`src/rtl/cordic_mode_sel_decoder.sv`:
```
// -----------------------------------------------------------------------------
// cordic_mode_sel_decoder
//
// Purpose:
//   Takes the registered 3-bit one-hot mode select from the FPU control path,
//   validates it, and turns it back into the 2-bit mode code that drives the
//   CORDIC datapath muxes. The code is then issued over a programmed number of
//   iterations. Each iteration carries an index and a last flag. A done pulse
//   follows the final iteration. This block sits between the FPU interface
//   control FSM and the CORDIC iteration datapath.
//
// Ports:
//   clk           system clock, rising edge
//   rst           asynchronous reset, active-high
//   sel_valid_i   one-hot select offered
//   sel_ready_o   block can accept a select (high only in IDLE)
//   sel_onehot_i  mode select: 001, 010, 100 or 000 (others are illegal)
//   iter_cnt_i    number of iterations to issue, sampled on accept
//   hold_i        stall: freezes the iteration sequence
//   abort_i       cancel the sequence in progress (RUN or DONE)
//   code_o        decoded mode code
//   code_valid_o  code_o / iter_idx_o valid for the current iteration
//   iter_idx_o    current iteration index, 0-based
//   last_o        current iteration is the final one
//   done_o        one-cycle pulse after the final iteration
//   err_o         one-cycle pulse after an illegal select is accepted
// -----------------------------------------------------------------------------
module cordic_mode_sel_decoder #(
    parameter int W_ITER = 5
) (
    input  logic              clk,
    input  logic              rst,
    input  logic              sel_valid_i,
    output logic              sel_ready_o,
    input  logic [2:0]        sel_onehot_i,
    input  logic [W_ITER-1:0] iter_cnt_i,
    input  logic              hold_i,
    input  logic              abort_i,
    output logic [1:0]        code_o,
    output logic              code_valid_o,
    output logic [W_ITER-1:0] iter_idx_o,
    output logic              last_o,
    output logic              done_o,
    output logic              err_o
);

    typedef enum logic [1:0] {
        IDLE = 2'd0,
        RUN  = 2'd1,
        DONE = 2'd2
    } state_t;

    state_t            state_q, state_d;
    logic [W_ITER-1:0] cnt_q, cnt_d;
    logic [1:0]        code_d;
    logic [W_ITER-1:0] idx_d;
    logic              valid_d, last_d, done_d, err_d;

    logic              sel_legal;
    logic [1:0]        sel_code;

    // One-hot back to binary. "No bit set" is a legal mode and maps to 11.
    always_comb begin
        sel_legal = 1'b1;
        sel_code  = 2'b00;
        case (sel_onehot_i)
            3'b001:  sel_code = 2'b00;
            3'b010:  sel_code = 2'b01;
            3'b100:  sel_code = 2'b10;
            3'b000:  sel_code = 2'b11;
            default: sel_legal = 1'b0;
        endcase
    end

    // Ready is a pure decode of the state register, so it has no input-to-output path.
    assign sel_ready_o = (state_q == IDLE);

    // Next-state and next-output logic. Every output is registered from these *_d values.
    always_comb begin
        // NOTE: every signal gets a default before the case statement. A path that does
        // not assign a signal would otherwise infer a latch.
        state_d = state_q;
        cnt_d   = cnt_q;
        code_d  = code_o;
        idx_d   = iter_idx_o;
        valid_d = code_valid_o;
        last_d  = last_o;
        done_d  = 1'b0;
        err_d   = 1'b0;

        case (state_q)
            IDLE: begin
                valid_d = 1'b0;
                last_d  = 1'b0;
                idx_d   = '0;
                if (sel_valid_i) begin
                    if (!sel_legal) begin
                        err_d = 1'b1;
                    end else if (iter_cnt_i != '0) begin
                        state_d = RUN;
                        cnt_d   = iter_cnt_i;
                        code_d  = sel_code;
                        valid_d = 1'b1;
                        last_d  = (iter_cnt_i == W_ITER'(1));
                    end else begin
                        // A zero-length request produces only the done pulse.
                        state_d = DONE;
                        done_d  = 1'b1;
                    end
                end
            end

            RUN: begin
                // Abort has priority over hold and over the last-iteration exit.
                if (abort_i) begin
                    state_d = IDLE;
                    valid_d = 1'b0;
                    last_d  = 1'b0;
                    idx_d   = '0;
                end else if (!hold_i) begin
                    if (last_o) begin
                        state_d = DONE;
                        done_d  = 1'b1;
                        valid_d = 1'b0;
                        last_d  = 1'b0;
                        idx_d   = '0;
                    end else begin
                        // The last flag is set together with the index it belongs to,
                        // so it is aligned with that index. The index stops at
                        // cnt_q-1 and does not wrap.
                        idx_d  = iter_idx_o + W_ITER'(1);
                        last_d = ((iter_idx_o + W_ITER'(1)) == (cnt_q - W_ITER'(1)));
                    end
                end
            end

            DONE: begin
                // The done pulse lasts one cycle. Abort also leads back to IDLE.
                state_d = IDLE;
                valid_d = 1'b0;
                last_d  = 1'b0;
                idx_d   = '0;
            end

            default: begin
                state_d = IDLE;
                valid_d = 1'b0;
                last_d  = 1'b0;
                idx_d   = '0;
            end
        endcase
    end

    // NOTE: sequential state uses non-blocking assignments. All registers then update
    // together and see the values they had before the clock edge.
    always_ff @(posedge clk or posedge rst) begin
        if (rst) begin
            state_q      <= IDLE;
            cnt_q        <= '0;
            code_o       <= 2'b00;
            iter_idx_o   <= '0;
            code_valid_o <= 1'b0;
            last_o       <= 1'b0;
            done_o       <= 1'b0;
            err_o        <= 1'b0;
        end else begin
            state_q      <= state_d;
            cnt_q        <= cnt_d;
            code_o       <= code_d;
            iter_idx_o   <= idx_d;
            code_valid_o <= valid_d;
            last_o       <= last_d;
            done_o       <= done_d;
            err_o        <= err_d;
        end
    end

endmodule

```
`config.mk`:
```
export PLATFORM = sky130hd
export DESIGN_NAME = cordic_mode_sel_decoder
export DESIGN_NICKNAME = d
export VERILOG_FILES = /design/src/rtl/cordic_mode_sel_decoder.sv
export SDC_FILE = /design/constraint.sdc
export NUM_CORES = 1
export LEC_CHECK = 0
export BUFFER_PORTS_ARGS = -buffer_cell sky130_fd_sc_hd__buf_4
export CORE_MARGIN = 1
export CORE_UTILIZATION = 47
export CTS_BUF_LIST = sky130_fd_sc_hd__clkbuf_4
export CTS_CLUSTER_DIAMETER = 80
export DETAILED_ROUTE_END_ITERATION = 16
export MAX_ROUTING_LAYER = met4
export PLACE_DENSITY = 0.68
export SLEW_MARGIN = 20
export SYNTH_ARGS = -nofsm -noshare
export SYNTH_HDL_FRONTEND = slang
export SYNTH_SLANG_ARGS = --single-unit
```
`constraint.sdc`:
```
create_clock -name clk -period 1.9 [get_ports clk]
set_input_delay 0.095 -clock clk [delete_from_list [all_inputs] [get_ports clk]]
set_output_delay 0.095 -clock clk [all_outputs]
set_load 0.01 [all_outputs]
```
======== Word-level counts from Yosys, hierarchy flattened ========
Cells that the tools add are included.
operators by class
  $add $sub $neg .......................... 2
  eq/ne operators ......................... 10
  multiplexer cells ....................... 37
  reduce and logical (&&, ||, !) cells .... 7
operator list
  operator             number
  $mux 1               22
  $mux 5               4
  $mux 2               6
  $reduce_and 4->1     2
  $ne 3x3->1 const B   2
  $pmux 1 s2           3
  $pmux 2 s3           1
  $add 5x1->5 const B  1
  $eq 5x1->1 const B   1
  $eq 5x5->1           1
  $reduce_bool 5->1    1
  $sub 5x1->5 const B  1
  $pmux 2 s2           1
  $reduce_or 4->1      1
  $eq 3x1->1 const B   1
  $eq 3x2->1 const B   1
  $eq 3x3->1 const B   1
  $logic_not 3->1      1
  $eq 2x1->1 const B   1
  $logic_not 2->1      1
  $ne 2x1->1 const B   1
  $ne 2x2->1 const B   1
  $reduce_and 2->1     1
storage, ports and cells
  register bits ........................... 18

======== Logic depth before layout (Yosys ltp) ========
  depth after elaboration ................. 6
  mapped depth ............................ 6
  depth with buffers taken out ............ 6

======== Worst setup path after synthesis ========
Ideal clock, no wire load.
  path type ............................... reg-to-reg
  start point ............................. reg state_q[1]
  end point ............................... reg cnt_q[0]
  library setup time ...................... 0.125 ns
  data arrival time ....................... 1.435 ns
  setup slack ............................. 0.340 ns
  stages on the path, launching flop included .. 6
  path buffers ............................ 1
  period minus slack after synthesis ...... 1.560 ns
  cells stage by stage .................... dfrtp_1 > nor2_1 > and3b_1 > nor2b_1 > buf_6 > mux2_4
between the ends
  longest elaborated chain between the ends .. 2
RTL lines
  element                            RTL line  RTL
  from (decl)                        53        state_t state_q, state_d;
  from (signal assigned)             167       state_q <= state_d;
  $logic_not 2->1                    n/a
  named net sel_ready_o              34        output logic sel_ready_o,
  $reduce_and 4->1 (no source line)  n/a
  to (signal assigned)               168       cnt_q <= cnt_d;
  to (decl)                          54        logic [W_ITER-1:0] cnt_q, cnt_d;
The timed path passes the listed nets, and every way through them passes these cells.
A chain may end at the register's enable or synchronous reset.

======== Final worst setup path ========
  start point ............................. reg state_q[1]
  end point ............................... reg code_o[1]
between the ends
  longest elaborated chain between the ends .. 2
RTL lines
  element                            RTL line  RTL
  $logic_not 2->1                    91        case (state_q)
  $reduce_and 4->1 (no source line)  n/a
  to (signal assigned)               169       code_o <= code_d;
  to (decl)                          39        output logic [1:0] code_o,
No other way between the ends.

==> metrics.yaml <==
crit_required_ns: 2.09
path_max_fanout: 9
critPathBufInv: 1
rsz0062_at_grt: "no"
r2r-start: "state_q[1]"
drt_pre_antenna_iters: 4
p_sw_share_pct: 28.7
io_pins: 25
cts_setup_buffers: 0
ys_types: 32
avgSynthCellArea_um2: 11.1
cts_tree: "yes"
synth_seq_cells: 18
finalClockSkew_ns: 0.00402
status: "finished, final reports clean"
report.power.total_w: 0.000948
portBuffers: 24
yosysSeqAreaShare_pct: 47.3
p_int_w: 0.000676
routabilityCongestion: 0.803
cts_root_buffer: "clkbuf_4"
fin_nets: 132
power_frac_clock_pct: 20.6
drive_gt1_share_pct: 33.6
max_stage_delay_ns: 0.43
clock_sinks: 18
area_growth_pct: 26.4
core-area_mm2: 0.00182
tns_ns: 0
grt_pass1_wl_um: 2740
slew_violations: 0
antenna_left: 0
reg2regPathDepth: 5
worst-path-stages: 5
syn_nets: 101
drt-total-wl_um: 1720
dieArea_mm2: 0.00221
crit_end: "code_o[1]"
synth_top_area_cell: "dfrtp_1"
overflow: 0
syn_area_um2: 952
power_leakage_nw: 0.604
synth-edff-count: 0
final-hold-violation-count: 0
finalCritPeriodShare_pct: 82.7
synthArstFlopShare_pct: 100
crit_chain: "nor2_1, and3b_1, nor2b_1, buf_4, mux2_4"
max_cap_viol_count: 0
min-delay-path-class: "input pin to flip-flop"
clk_path_buf_depth: 2
die_w_um: 47.0
switching_power_w: 0.000272
diodes: 0
synth-main-ff-cell: "dfrtp_1"
num-fill-cells: 166
fmax_mhz: 636
pwr-share-seq_pct: 49.7
clock_latency_ns: 0.30
vias: 708
critical_path_class: "flip-flop to flip-flop"
cp-start-kind: "flip-flop"
synth_cells: 86
period_minus_slack_ns: 1.57
rows: 15
crit_arrival_ns: 1.76
clkSlewWorstSetupHoldPaths_ns: 0.10
mostFrequentLayoutCell: "buf_4"
routed_via_density: 5.02
finalSetupViolations: 0
grt_usage_pct: 19.7
reg2reg_to: "code_o[1]"
die_h_um: 47.0
wire_per_inst_um: 12.2
finalNonFillerCells: 141
max_slew_margin_pct: 54.8
tightest_slew_ns: 0.678
start_util_pct: 52.3
placed_area_mm2: 0.00117
layout_common_cells: "buf_4 (26), dfrtp_1 (18), nor2_1 (9), mux2_4 (7), xnor2_1 (7)"
p_comb_share_pct: 29.6
critPathTopFamily: "simple AND/OR/NAND/NOR gates"
grt_antenna_before_repair: 0
yosys-top-cells-area: "dfrtp_1 (47%), mux2_4 (11%), xnor2_1 (6.4%)"
grt_max_degree: 19
cp_slowest_cell: "dfrtp_1"
cts_buffers: 3
drt_iter0_drc: 5
synth_top_area_share_pct: 47.3
cts_hold_buf: 1
crit_start: "state_q[1]"
power_density_mw_per_mm2: 787
ctsResizeCount: 0
fin_hold_ws_ns: 0.0299
grt_pass1_vias: 604
critPathCaptureType: "flip-flop"
dp_hpwl_um: 1320
postLayoutCellArea_mm2: 0.00120
ir_worst_vdd_v: 0.000474
htreeDepth: 1
yosys_warnings: 0
reg2reg_slack_ns: 0.33
drc: 0
dp.cells: 136
[cell usage after synthesis, types with 2 or more instances]
cell type and count:
mux2_4 7, nand3_1 2, ha_1 2, nand2_1 4, o21ai_0 4, nor2b_1 2, inv_1 6, dfrtp_1 18
xor2_1 4, xnor2_1 7, nor2_1 9
[through the flow]
step / utilization [%] / worst slack, ns
3_5_place_dp: 64.1 / 0.321
5_1_grt: 66.1 / 0.191
4_1_cts: 66.1 / 0.307
3_3_place_gp: 64.1 / 0.306
2_1_floorplan: - / 0.340
6_report: 66.1 / 0.328
[power groups by stage]
stage	registers, W	clock network, W	logic [W]
final	0.000471	0.000196	0.000281
after CTS	0.000472	0.000206	0.000286
after global placement	0.000479	0	0.000274
after detailed placement	0.000480	0	0.000282
after global routing	0.000479	0.000231	0.000307
after floorplan	0.000478	0	0.000196
[worst min-delay path by stage]
stage                  startpoint  endpoint  cells past startpoint  slack [ns]
floorplan                     rst  cnt_q[0]                      1        0.03
global placement              rst     err_o                      2        0.24
detailed placement            rst    done_o                      2        0.25
CTS                 iter_cnt_i[3]  cnt_q[3]                      2        0.02
global route        iter_cnt_i[3]  cnt_q[3]                      2     0.00005
finish              iter_cnt_i[3]  cnt_q[3]                      2        0.03
[cells by family after synthesis]
family | synth area share, %
AOI/OAI and AO/OA | 7.75
xor gates and xnor gates | 10.1
adders and majority gates | 3.81
buffers and inverters | 3.55
DFF | 47.3
muxes | 11.0
and+or+nand+nor | 16.4
[layer usage]
| layer | vias to the layer above | track usage, % | wire [um] |
|---|---|---|---|
| met5 | - | - | 0 |
| met1 | 329 | 25.8 | 826 |
| met3 | 5 | 4.62 | 49 |
| li1 | 358 | - | - |
| met2 | 16 | 28.1 | 797 |
| met4 | 0 | 10.3 | 42 |
[cell type report]
type	count	area [um2]	area share [%]
flip-flops and latches	18	450	37.4
well taps	25	31.3	2.60
inverters	6	22.5	1.87
clock buffers	3	22.5	1.87
clock inverters	1	3.75	0.312
multi-input cells	61	468	38.9
repair buffers	27	205	17.0
[worst reg2reg max path, stage by stage, from the launching register on]
cell and delay, ns:
dfrtp_1 0.43, nor2_1 0.15, and3b_1 0.21, nor2b_1 0.15, buf_4 0.21, mux2_4 0.31
[registers in the layout, indices dropped and copies added, names as in the netlist]
signal,flops
state_q,2
done_o,1
err_o,1
last_o,1
code_valid_o,1
code_o,2
iter_idx_o,5
cnt_q,5
No activity file was read; power rests on OpenSTA's default activity.
